`src/rtl/control_unit.sv`:
```
// Multicycle control FSM: Moore decode of the state register, plus BRANCH PCWrite from alu_zero/funct3.
// Optional feature: define CTRL_BNE_EN to make bne (branch funct3 001) a legal instruction.
module control_unit (
    input  logic        clk,
    input  logic        reset,
    input  logic [31:0] instruction,
    input  logic        alu_zero,
    output logic        PCWrite,
    output logic [1:0]  PCSource,
    output logic        ALUSrcA,
    output logic [1:0]  ALUSrcB,
    output logic [1:0]  ALUOp,
    output logic        LoadAOut,
    output logic        LoadRegA,
    output logic        LoadRegB,
    output logic        LoadMDR,
    output logic        IRWrite,
    output logic        RegWrite,
    output logic        MemToReg,
    output logic        DMemRead,
    output logic        DMemWrite,
    output logic        IMemRead,
    output logic [3:0]  state_out,
    output logic        halted
);

    typedef enum logic [3:0] {
        S_FETCH     = 4'd0,
        S_DECODE    = 4'd1,
        S_MEM_ADDR  = 4'd2,
        S_MEM_READ  = 4'd3,
        S_MEM_WB    = 4'd4,
        S_MEM_WRITE = 4'd5,
        S_R_EXEC    = 4'd6,
        S_R_WB      = 4'd7,
        S_BRANCH    = 4'd8,
        S_HALT      = 4'd9
    } state_e;

    localparam logic [6:0] OP_LOAD   = 7'b0000011;
    localparam logic [6:0] OP_STORE  = 7'b0100011;
    localparam logic [6:0] OP_RTYPE  = 7'b0110011;
    localparam logic [6:0] OP_BRANCH = 7'b1100011;

    state_e state_q, state_d;
    logic   resetHold_q;

    logic [6:0] opcode;
    logic [2:0] funct3;
    logic [6:0] funct7;
    logic       memLegal, rLegal, brLegal, branchTaken;
    logic       unusedBits;

    assign opcode     = instruction[6:0];
    assign funct3     = instruction[14:12];
    assign funct7     = instruction[31:25];
    assign unusedBits = ^{instruction[24:15], instruction[11:7]};

    assign memLegal = (funct3 == 3'b011);
    assign rLegal   = (funct7 == 7'b0000000) || (funct7 == 7'b0100000);
`ifdef CTRL_BNE_EN
    assign brLegal     = (funct3 == 3'b000) || (funct3 == 3'b001);
    assign branchTaken = ((funct3 == 3'b000) && alu_zero) || ((funct3 == 3'b001) && !alu_zero);
`else
    assign brLegal     = (funct3 == 3'b000);
    assign branchTaken = (funct3 == 3'b000) && alu_zero;
`endif

    // resetHold_q keeps outputs at zero for the cycle after reset is sampled low
    always_ff @(posedge clk) begin
        if (!reset) begin
            state_q     <= S_FETCH;
            resetHold_q <= 1'b1;
        end else begin
            state_q     <= state_d;
            resetHold_q <= 1'b0;
        end
    end

    always_comb begin
        state_d = state_q;
        case (state_q)
            S_FETCH:  state_d = S_DECODE;
            S_DECODE: begin
                case (opcode)
                    OP_LOAD, OP_STORE: state_d = memLegal ? S_MEM_ADDR : S_HALT;
                    OP_RTYPE:          state_d = rLegal   ? S_R_EXEC   : S_HALT;
                    OP_BRANCH:         state_d = brLegal  ? S_BRANCH   : S_HALT;
                    default:           state_d = S_HALT;
                endcase
            end
            S_MEM_ADDR:  state_d = (opcode == OP_LOAD) ? S_MEM_READ : S_MEM_WRITE;
            S_MEM_READ:  state_d = S_MEM_WB;
            S_MEM_WB:    state_d = S_FETCH;
            S_MEM_WRITE: state_d = S_FETCH;
            S_R_EXEC:    state_d = S_R_WB;
            S_R_WB:      state_d = S_FETCH;
            S_BRANCH:    state_d = S_FETCH;
            S_HALT:      state_d = S_HALT;
            default:     state_d = S_HALT;
        endcase
        if (resetHold_q) begin
            state_d = S_FETCH;
        end
    end

    always_comb begin
        PCWrite   = 1'b0;
        PCSource  = 2'b00;
        ALUSrcA   = 1'b0;
        ALUSrcB   = 2'b00;
        ALUOp     = 2'b00;
        LoadAOut  = 1'b0;
        LoadRegA  = 1'b0;
        LoadRegB  = 1'b0;
        LoadMDR   = 1'b0;
        IRWrite   = 1'b0;
        RegWrite  = 1'b0;
        MemToReg  = 1'b0;
        DMemRead  = 1'b0;
        DMemWrite = 1'b0;
        IMemRead  = 1'b0;
        halted    = 1'b0;
        state_out = state_q;
        if (!resetHold_q) begin
            case (state_q)
                S_FETCH: begin
                    IMemRead = 1'b1;
                    IRWrite  = 1'b1;
                    ALUSrcB  = 2'b01;
                    PCWrite  = 1'b1;
                end
                S_DECODE: begin
                    LoadRegA = 1'b1;
                    LoadRegB = 1'b1;
                    ALUSrcB  = 2'b11;
                    LoadAOut = 1'b1;
                end
                S_MEM_ADDR: begin
                    ALUSrcA  = 1'b1;
                    ALUSrcB  = 2'b10;
                    LoadAOut = 1'b1;
                end
                S_MEM_READ: begin
                    DMemRead = 1'b1;
                    LoadMDR  = 1'b1;
                end
                S_MEM_WB: begin
                    RegWrite = 1'b1;
                    MemToReg = 1'b1;
                end
                S_MEM_WRITE: DMemWrite = 1'b1;
                S_R_EXEC: begin
                    ALUSrcA  = 1'b1;
                    ALUOp    = 2'b10;
                    LoadAOut = 1'b1;
                end
                S_R_WB: RegWrite = 1'b1;
                S_BRANCH: begin
                    ALUSrcA  = 1'b1;
                    ALUOp    = 2'b01;
                    PCSource = 2'b01;
                    PCWrite  = branchTaken;
                end
                S_HALT:  halted = 1'b1;
                default: ;
            endcase
        end
    end

endmodule

```
`config.mk`:
```
export PLATFORM = sky130hd
export DESIGN_NAME = control_unit
export DESIGN_NICKNAME = d
export VERILOG_FILES = /design/src/rtl/control_unit.sv
export SDC_FILE = /design/constraint.sdc
export NUM_CORES = 1
export LEC_CHECK = 0
export ABC_AREA = 1
export CAP_MARGIN = 40
export CORE_AREA = 5 5 51 53
export CTS_BUF_LIST = sky130_fd_sc_hd__clkbuf_8 sky130_fd_sc_hd__clkbuf_16
export DETAILED_ROUTE_END_ITERATION = 12
export DIE_AREA = 0 0 56 58
export GPL_TIMING_DRIVEN = 0
export PLACE_DENSITY = 0.8
export SLEW_MARGIN = 15
export SYNTH_ARGS = -nofsm -noshare
export SYNTH_HDL_FRONTEND = slang
export SYNTH_SLANG_ARGS = --single-unit
```
`constraint.sdc`:
```
create_clock -name clk -period 1.4 [get_ports clk]
set_input_delay 0.35 -clock clk [delete_from_list [all_inputs] [get_ports clk]]
set_output_delay 0.35 -clock clk [all_outputs]
set_load 0.01 [all_outputs]
```
==> impl_metrics.json <==
{
  "fin_cells": 201,
  "postRouteAntennaNets": 0,
  "wl_per_cell_um": 13.8,
  "slowest_stage": "dfxtp_2",
  "synth.largest_area_cell": "dfxtp_1",
  "fp.dieH_um": 58,
  "place_hpwl_um": 1490,
  "worstSetupPathType": "flip-flop to primary output",
  "dpl.cell_count": 172,
  "clock_sinks": 5,
  "drcViolationCount": 0,
  "min_period_over_period": 1.16,
  "grt_pass1_wl_um": 3860,
  "fin_skew_ns": 0.000619,
  "path_delay_family": "simple AND/OR/NAND/NOR gates",
  "clock.fmax_ghz": 0.618,
  "layout-drive-gt1-share": 0.555,
  "synth_top_area_share": 0.177,
  "first_pass_iters": 4,
  "initialDrtViolationCount": 26,
  "fin_ws_ns": -0.217,
  "cts_buffer_depth": 2,
  "crit_path_max_fanout": 5,
  "finalNetCount": 209,
  "slew_viol_final": 0,
  "timing.rr.start": "state_out[0]",
  "ys_ff_latch": 5,
  "grt_remaining_overflow": 0,
  "start_kind": "flip-flop",
  "cts-root-buf": "clkbuf_8",
  "syn-instance-count": 104,
  "crit_top_cell": "buf_6",
  "port_buffers": 40,
  "endpoint_kind": "primary output",
  "p_total_uw": 647,
  "grt_usage": 0.146,
  "initial_core_util": 0.269,
  "die_width_um": 56,
  "htreeDepth": 1,
  "arrival_ns": 1.27,
  "gp_congestion": 0.810,
  "vias": 944,
  "synth_area_leaders": "dfxtp_1, nor2_1, inv_1",
  "viasPerCell": 4.70,
  "syn_area_um2": 567,
  "hold_buffers": 0,
  "grt_pass1_vias": 935,
  "design.core.area_um2": 2110,
  "yosys_warnings": 0,
  "leakagePower_uw": 0.000724,
  "setup_viol": 16,
  "cellPowerDensity_nw_per_um2": 471,
  "antenna_cells": 0,
  "syn_area_per_cell_um2": 5.45,
  "cap_violations": 0,
  "critPathBufInv": 2,
  "insertion_delay_ns": 0.22,
  "worstPathRequired_ns": 1.05,
  "final_common_cell": "buf_4",
  "ir_drop_v": 0.000437,
  "syn-num-nets": 139,
  "die_area_um2": 3250,
  "fin_crit_ns": 1.62,
  "area_growth_pct": 142,
  "outcome": "finished, violations left",
  "grt_start_max_net_pins": 7,
  "cts_buffers": 3,
  "worstHoldStart": "resetHold_q",
  "worstPathCellList": "buf_6, nor2_4, nand2_4, a21oi_4, or2_4, buf_6",
  "path_clk_slew_ns": 0.04,
  "nFillCells": 167,
  "hp-class": "flip-flop to flip-flop",
  "slowest_delay_ns": 0.31,
  "ys_seq_area_frac": 0.177,
  "synth_cell_types": 20,
  "fp-row-count": 17,
  "rsz0062_at_grt": "true",
  "top_level_ports": 58,
  "layout_common_cells": "buf_4, inv_1, nand2_1, buf_6, dlygate4sd2_1",
  "routed_wirelength_um": 2770,
  "antenna_found_initial": 0,
  "hold_violations": 0,
  "violations": "setup timing",
  "critical_path.startpoint": "state_out[3]",
  "cts_tree": "built"
}
## cell usage after synthesis
library cell	count
nand3_1	9
conb_1	1
nand2_2	3
a211oi_1	1
dfxtp_1	5
nand2_1	17
a21oi_2	1
nand4_1	2
a21oi_1	7
o21ai_0	2
nor2_2	1
nor3_4	1
or2_1	1
nor2_4	1
nor2_1	23
or2_2	1
o21ai_1	1
buf_4	5
inv_1	21
and2_2	1
## worst reg2reg max path, stage by stage (launching register included)
cell	delay, ns
dfxtp_4	0.38
inv_4	0.07
nor2_2	0.11
inv_2	0.07
buf_4	0.15
nor3_4	0.18
nand3_1	0.11
nand2_1	0.07
o21ai_1	0.05
inv_1	0.05
## metrics by stage
stage	setup slack [ns]	util	hold WS (ns)	area, um^2	setup TNS [ns]
2_1_floorplan	-0.0513	-	0.426	577	-0.0987
3_3_place_gp	-0.669	0.481	0.626	1010	-6.98
3_5_place_dp	-0.675	0.481	0.635	1010	-7.49
4_1_cts	-0.186	0.568	0.595	1200	-2.37
5_1_grt	-0.281	0.652	0.627	1370	-3.68
6_report	-0.217	0.652	0.610	1370	-2.63
## cell type report
cell class | count | area, um^2 | share of cell area
inverter | 21 | 86.3 | 0.0629
tap | 28 | 35.0 | 0.0255
clock buffer | 3 | 41.3 | 0.0301
sequential | 5 | 116 | 0.0848
clock inverter | 1 | 3.75 | 0.00273
buffer | 5 | 45.0 | 0.0328
multi-input combinational | 73 | 489 | 0.356
timing repair buffer | 65 | 556 | 0.405
## sequential cells by signal, summed over array words and instances, names as in the netlist
register and flops:
resetHold_q 1, state_out 4
## repair_timing
action	CTS	global route
pin swaps	20	12
buffers inserted	17	8
resized for setup	119	34
setup endpoints to repair	25	22
## layer usage
metal / GRT usage / routed length (um) / up-vias / share of wire
li1: - / - / 454 / -
met1: 0.145 / 943 / 419 / 0.34
met2: 0.275 / 1540 / 63 / 0.56
met3: 0.0445 / 190 / 8 / 0.069
met4: 0.0746 / 93 / 0 / 0.034
met5: 0 / 0 / - / 0
## power breakdown
part,internal (uW),switching [uW]
Clock,188,68.1
Combinational,127,112
Sequential,143,9.17
Total,458,189
## cells by family after synthesis
| kind of cell | share of synthesized area |
|---|---|
| AND/OR/NAND/NOR | 0.495 |
| buffers and inverters | 0.205 |
| AO/OA/AOI/OAI | 0.117 |
| flip-flops | 0.177 |
| other | 0.00662 |
## path summary, 6_finish.rpt
check,end,slack [ns],depth (start not counted)
hold / removal,state_out[2],0.61,3
setup / recovery,LoadAOut,-0.22,6
hold reg to reg,state_out[2],0.61,3
setup reg to reg,state_out[2],0.10,9
No activity file was read; power rests on OpenSTA's default activity.
